**config.mk**
```make
export PLATFORM = sky130hd
export DESIGN_NAME = sr595_serializer_flat
export DESIGN_NICKNAME = d
export VERILOG_FILES = /design/src/rtl/sr595_serializer_pkg.sv /design/src/rtl/sr595_serializer_if.sv /design/src/rtl/sr595_serializer_tick.sv /design/src/rtl/sr595_serializer.sv /design/src/flat_wrapper.sv
export SDC_FILE = /design/constraint.sdc
export NUM_CORES = 1
export LEC_CHECK = 0
export CAP_MARGIN = 30
export CORE_MARGIN = 1
export CORE_UTILIZATION = 40
export CTS_BUF_LIST = sky130_fd_sc_hd__clkbuf_8 sky130_fd_sc_hd__clkbuf_16
export CTS_CLUSTER_DIAMETER = 80
export DETAILED_ROUTE_END_ITERATION = 10
export PLACE_DENSITY = 0.71
export SYNTH_ARGS = -nofsm -noshare
export SYNTH_HDL_FRONTEND = slang
export SYNTH_SLANG_ARGS = --single-unit
```
**constraint.sdc**
```tcl
create_clock -name clk -period 2.1 [get_ports clk]
set_clock_uncertainty 0.1 [all_clocks]
set_input_delay 0.42 -clock clk [delete_from_list [all_inputs] [get_ports clk]]
set_output_delay 0.42 -clock clk [all_outputs]
set_load 0.005 [all_outputs]
```
**src/rtl/sr595_serializer_pkg.sv**
```systemverilog
// Shared display definitions: serializer FSM states and the frame width
// agreed between the display scanner and the 74HC595 serializer.
package sr595_serializer_pkg;

  localparam int SEG_W   = 8;
  localparam int AN_W    = 4;
  localparam int FRAME_W = SEG_W + AN_W;

  typedef enum logic [1:0] {
    ST_IDLE,
    ST_SHIFT_LO,
    ST_SHIFT_HI,
    ST_LATCH
  } state_t;

endpackage

```
**src/rtl/sr595_serializer_if.sv**
```systemverilog
// Valid/ready frame handshake between the display scanner and the serializer.
interface sr595_serializer_if
  import sr595_serializer_pkg::*;
#(
  parameter int DATA_W = FRAME_W
);

  logic [DATA_W-1:0] i_data;
  logic              i_valid;
  logic              o_ready;

  modport master (output i_data, output i_valid, input o_ready);
  modport slave  (input i_data, input i_valid, output o_ready);

endinterface

```
**src/rtl/sr595_serializer_tick.sv**
```systemverilog
// Reloadable 0..CLK_DIV-1 tick counter; restart forces the count back to zero
// so every timed state gets exactly CLK_DIV cycles.
module sr595_tick_div #(
  parameter int CLK_DIV = 2
) (
  input  logic clk,
  input  logic rst,
  input  logic restart,
  output logic tc
);

  localparam int CW = (CLK_DIV > 1) ? $clog2(CLK_DIV) : 1;

  logic [CW-1:0] cnt;

  assign tc = (cnt == CW'(CLK_DIV - 1));

  always_ff @(posedge clk or posedge rst) begin
    if (rst) begin
      cnt <= '0;
    end else if (restart || tc) begin
      cnt <= '0;
    end else begin
      cnt <= cnt + CW'(1);
    end
  end

endmodule

```
**src/rtl/sr595_serializer.sv**
```systemverilog
// Parallel-to-serial driver for a daisy-chained 74HC595 pair: shifts one frame
// out on DS/SHCP at a divided rate, then pulses STCP to latch it atomically.
module sr595_serializer
  import sr595_serializer_pkg::*;
#(
  parameter int DATA_W    = FRAME_W,
  parameter int CLK_DIV   = 2,
  parameter bit MSB_FIRST = 1'b1
) (
  input  logic               clk,
  input  logic               rst,
  sr595_serializer_if.slave  bus,
  output logic               o_ds,
  output logic               o_shcp,
  output logic               o_stcp,
  output logic               o_oe,
  output logic               o_busy
);

  localparam int CNT_W = (DATA_W > 1) ? $clog2(DATA_W) : 1;

  state_t            state, state_nxt;
  logic [DATA_W-1:0] sreg, sreg_nxt;
  logic [CNT_W-1:0]  bit_cnt, bit_cnt_nxt;
  logic              tick;
  logic              restart;

  function automatic logic cur_bit(input logic [DATA_W-1:0] v);
    return MSB_FIRST ? v[DATA_W-1] : v[0];
  endfunction

  assign restart     = (state_nxt != state);
  assign bus.o_ready = (state == ST_IDLE);
  assign o_busy      = (state != ST_IDLE);

  sr595_tick_div #(
    .CLK_DIV(CLK_DIV)
  ) u_tick_div (
    .clk    (clk),
    .rst    (rst),
    .restart(restart),
    .tc     (tick)
  );

  always_ff @(posedge clk or posedge rst) begin
    if (rst) begin
      state <= ST_IDLE;
    end else begin
      state <= state_nxt;
    end
  end

  always_comb begin
    state_nxt   = state;
    sreg_nxt    = sreg;
    bit_cnt_nxt = bit_cnt;
    unique case (state)
      ST_IDLE: begin
        if (bus.i_valid) begin
          sreg_nxt    = bus.i_data;
          bit_cnt_nxt = CNT_W'(DATA_W - 1);
          state_nxt   = ST_SHIFT_LO;
        end
      end
      ST_SHIFT_LO: begin
        if (tick) state_nxt = ST_SHIFT_HI;
      end
      ST_SHIFT_HI: begin
        if (tick) begin
          if (bit_cnt == '0) begin
            state_nxt = ST_LATCH;
          end else begin
            sreg_nxt    = MSB_FIRST ? (sreg << 1) : (sreg >> 1);
            bit_cnt_nxt = bit_cnt - CNT_W'(1);
            state_nxt   = ST_SHIFT_LO;
          end
        end
      end
      ST_LATCH: begin
        if (tick) state_nxt = ST_IDLE;
      end
      default: state_nxt = ST_IDLE;
    endcase
  end

  // Pin outputs are registered from the next state so they line up with it.
  always_ff @(posedge clk or posedge rst) begin
    if (rst) begin
      sreg    <= '0;
      bit_cnt <= '0;
      o_ds    <= 1'b0;
      o_shcp  <= 1'b0;
      o_stcp  <= 1'b0;
      o_oe    <= 1'b1;
    end else begin
      sreg    <= sreg_nxt;
      bit_cnt <= bit_cnt_nxt;
      o_ds    <= cur_bit(sreg_nxt);
      o_shcp  <= (state_nxt == ST_SHIFT_HI);
      o_stcp  <= (state_nxt == ST_LATCH);
      if (state == ST_LATCH && state_nxt == ST_IDLE) o_oe <= 1'b0;
    end
  end

endmodule

```
**src/flat_wrapper.sv**
```systemverilog
// flat-port wrapper written by rule: the top's interface ports become plain ports
module sr595_serializer_flat import sr595_serializer_pkg::*;
#(
  parameter int DATA_W    = FRAME_W,
  parameter int CLK_DIV   = 2,
  parameter bit MSB_FIRST = 1'b1
)
  (clk, rst, o_ds, o_shcp, o_stcp, o_oe, o_busy, bus_i_data, bus_i_valid, bus_o_ready);
  sr595_serializer_if #(.DATA_W(DATA_W)) bus_i ();
  input  logic clk;
  input  logic rst;
  output logic o_ds;
  output logic o_shcp;
  output logic o_stcp;
  output logic o_oe;
  output logic o_busy;
  input wire logic [$bits(bus_i.i_data)-1:0] bus_i_data;
  input wire logic [$bits(bus_i.i_valid)-1:0] bus_i_valid;
  output wire logic [$bits(bus_i.o_ready)-1:0] bus_o_ready;
  assign bus_i.i_data = bus_i_data;
  assign bus_i.i_valid = bus_i_valid;
  assign bus_o_ready = bus_i.o_ready;
  sr595_serializer #(.DATA_W(DATA_W), .CLK_DIV(CLK_DIV), .MSB_FIRST(MSB_FIRST)) u_core (.clk(clk), .rst(rst), .bus(bus_i), .o_ds(o_ds), .o_shcp(o_shcp), .o_stcp(o_stcp), .o_oe(o_oe), .o_busy(o_busy));
endmodule
```
==> flow_summary.toml, run 1 <==
[global_routing]
grt_antenna_before_repair = 0
grt_pass1_wl_mm = 3.15
grt_pass1_vias = 686
grt_start_max_net_pins = 23
grt_overflow = 0
grt_usage_pct = 15.7

[hold_path]
min_path_type = "flip-flop to flip-flop"
worstHoldStart = "u_core.o_oe"
hold_depth = 2
holdPathEnd = "u_core.o_oe"

[synth]
yosysWarnings = 0
synthCells = 91
synth_xor_area_share_pct = 0
syn_area_per_cell_um2 = 11.7
yosys.area_share.simple_pct = 15.8
synthAdderAreaFrac_pct = 1.17
syn_area_mm2 = 0.00107
seq_area_frac_synth_pct = 51.8
muxShareOfSynthArea_pct = 3.29
ys_ff_latch = 22
synth-compound-area-share_pct = 21.0
synth_top_family_by_area = "compound AO/OA/AOI/OAI gates"
yosysUniqueCellTypes = 29
syn_nets = 107

[critical_path]
reg2reg_slack_ns = 0.15
crit_type = "flip-flop to flip-flop"
critPathSlowestCell = "or3b_1"
r2r_end = "u_core.bit_cnt[0]"
critPathArrivalTime_ns = 2.00
rr_startpoint = "u_core.bit_cnt[0]"
crit_fanout = 12
start_kind = "flip-flop"
path_cells = "inv_1 -> ha_1 -> nor3b_2 -> or3b_1 -> mux2_2"
crit_path_end_kind = "flip-flop"
critPathMaxStageDelay_ns = 0.56
crit_start = "u_core.bit_cnt[0]"
rr_worst_depth = 5
critPathRequiredTime_ns = 2.15

[power_and_ir_drop]
p_total_w = 0.00173
powerDensity_mw_per_mm2 = 1260
max-vdd-ir-drop_mv = 0.765
p_leak_nw = 0.537

[cts]
cts_setup_buffers = 0
cts_htree_levels = 1
numCtsBuffers = 3
clk_latency_ns = 0.26
cts_tree = "done"
cts_buffer_depth = 2
cts_root_buf = "clkbuf_8"
cts_sinks = 22
clkTransAtPathRegs_ns = 0.07

[timing]
fin_ws_ns = 0.146
rsz0062_at_grt = "false"
hold_violations = 0
worst_slew_pin_slew_ns = 0.386
fin_crit_sh_pct = 93.0
finalSetupViolations = 0
timing.fmax_ghz = 0.512
final_max_slew_viol_count = 0
fin_setup_tns_ns = 0
finalCriticalPeriod_ns = 1.95
max-slew-margin-rel_pct = 73.8

[finish]
drive_above_1_share_pct = 15.5
n_antenna_cell = 0
area_growth_pct = 28.8
finalNetCount = 133
multiInputGateArea_um2 = 440
regArea_um2 = 553
n_fill_cell = 211

[placed_design]
portBuffers = 20
preCtsSetupSlack_ns = 0.137
gp_congestion = 0.745
dp_hpwl_mm = 1.31

[floorplanning]
start_util_pct = 42.6
ios = 21
die_area_mm2 = 0.00288
num_rows = 18
die_w_um = 53.6
fp.coreArea_mm2 = 0.00250
dieHeight_um = 53.6

[run]
cap_violations = 0

[drt]
drtIter0Drc = 7
num_vias = 779
vias_per_cell = 5.34
ant_nets = 0
routedWlPerCell_um = 12.6
wirelength_mm = 1.84
drt-pass1-iter-count = 4
drc = 0

[outcome]
status = "finished clean"
## layer usage
layer | wire (µm) | vias to the layer above | share of wire, % | global-route usage [%]
met5 | 0 | - | 0 | 0
met4 | 32 | 0 | 1.7 | 7.89
met3 | 81 | 2 | 4.4 | 5.08
met2 | 868 | 16 | 47 | 22.9
met1 | 855 | 385 | 47 | 20.7
li1 | - | 376 | - | -
## how the worst max path moves through the flow
stage                             end  slack [ns]  cells after the start
floorplan           u_core.bit_cnt[0]        0.26                      6
global placement       u_core.sreg[2]        0.16                      5
detailed placement     u_core.sreg[4]        0.14                      5
CTS                       bus_o_ready         0.1                      2
global route        u_core.bit_cnt[0]        0.05                      5
finish              u_core.bit_cnt[0]        0.15                      5
## final cells by class
cell class / count / share of cell area (%)
multi-input combinational: 54 / 32.1
timing repair buffer: 27 / 18.4
clock buffer: 4 / 4.01
tap: 30 / 2.73
inverter: 9 / 2.46
sequential: 22 / 40.3
## where the power goes
group / internal [W] / switching, W / leakage, nW
clock: 0.000167 / 0.000130 / 0.0288
sequential: 0.000603 / 0.000164 / 0.247
combinational: 0.000399 / 0.000270 / 0.262
total: 0.00117 / 0.000564 / 0.537
## synth_stat cells (all sizes together)
master	count	area (µm²)
o21ai	5	25.0
a2111oi	1	8.76
o221a	11	124
a21boi	1	7.51
nor3b	2	25.0
a31oi	1	6.26
dfstp	1	26.3
nor2	4	15.0
inv	9	33.8
o22ai	1	6.26
nand2b	13	81.3
a211oi	1	20.0
ha	1	12.5
nand2	2	7.51
buf	5	36.3
nand3b	2	15.0
or3b	2	17.5
or4	1	7.51
dfrtp	21	526
mux2	1	11.3
a21o	1	7.51
clkbuf	1	3.75
mux2i	2	23.8
o32a	1	10.0
o41ai	1	8.76
## through the flow
step | hold WS, ns | cells | cell area [µm²] | util (%)
6_report | 0.345 | 146 | 1370 | 54.9
5_1_grt | 0.372 | 146 | 1370 | 54.9
4_1_cts | 0.349 | 146 | 1370 | 54.9
3_5_place_dp | 0.337 | 142 | 1320 | 52.7
3_3_place_gp | 0.332 | 142 | 1320 | 52.7
2_1_floorplan | 0.308 | 91 | 1070 | -
## placed cells by master, fill, tap and decap left out, types with 2 or more instances in the layout
| master | instances |
|---|---|
| nand3b_1 | 2 |
| dfrtp_1 | 20 |
| or3b_1 | 2 |
| nor2_1 | 4 |
| nand2b_1 | 13 |
| buf_4 | 7 |
| clkbuf_8 | 4 |
| inv_1 | 9 |
| clkdlybuf4s50_1 | 20 |
| o21ai_1 | 3 |
| o221a_1 | 11 |
| o21ai_0 | 2 |
| nor3b_2 | 2 |
| nand2_1 | 2 |
## sequential cells by signal, indices dropped and copies added (netlist names)
signal                flops
u_core.o_oe               1
u_core.o_stcp             1
u_core.sreg              12
u_core.u_tick_div.tc      1
u_core.bit_cnt            4
u_core.o_shcp             1
u_core.state              2
## logic make-up after synthesis
family / after synthesis
fa+ha+maj: 1
compound gates: 24
mux: 3
flops: 22
simple gates: 26
buf+inv: 15
## worst max-delay path: cells and delay by family (launching register included)
| family | cells | cell delay [ns] |
|---|---|---|
| simple gates | 2 | 0.76 |
| flops | 1 | 0.37 |
| mux | 1 | 0.33 |
| fa+ha+maj | 1 | 0.23 |
| buf+inv | 1 | 0.05 |
## timing repair
action,in CTS,in global routing
resized for setup,0,1
hold buffers,0,0
hold endpoints to repair,0,0
setup endpoints to repair,0,1
Note: power is estimated with default switching activity, not from simulation.
==> run 2, diff against run 1 <==
--- a/config.mk
+++ b/config.mk
@@ -11,6 +11,7 @@
 export CTS_BUF_LIST = sky130_fd_sc_hd__clkbuf_8 sky130_fd_sc_hd__clkbuf_16
 export CTS_CLUSTER_DIAMETER = 80
 export DETAILED_ROUTE_END_ITERATION = 10
+export HOLD_SLACK_MARGIN = 0.08
 export PLACE_DENSITY = 0.71
 export SYNTH_ARGS = -nofsm -noshare
 export SYNTH_HDL_FRONTEND = slang
==> results of run 2 <==
Final layout, timing and power as in run 1 (identical DEF).
==> run 3, diff against run 2 <==
--- a/config.mk
+++ b/config.mk
@@ -10,6 +10,7 @@
 export CORE_UTILIZATION = 40
 export CTS_BUF_LIST = sky130_fd_sc_hd__clkbuf_8 sky130_fd_sc_hd__clkbuf_16
 export CTS_CLUSTER_DIAMETER = 80
+export CTS_CLUSTER_SIZE = 12
 export DETAILED_ROUTE_END_ITERATION = 10
 export HOLD_SLACK_MARGIN = 0.08
 export PLACE_DENSITY = 0.71
==> results of run 3 <==
Final layout, timing and power as in run 1 (identical DEF).
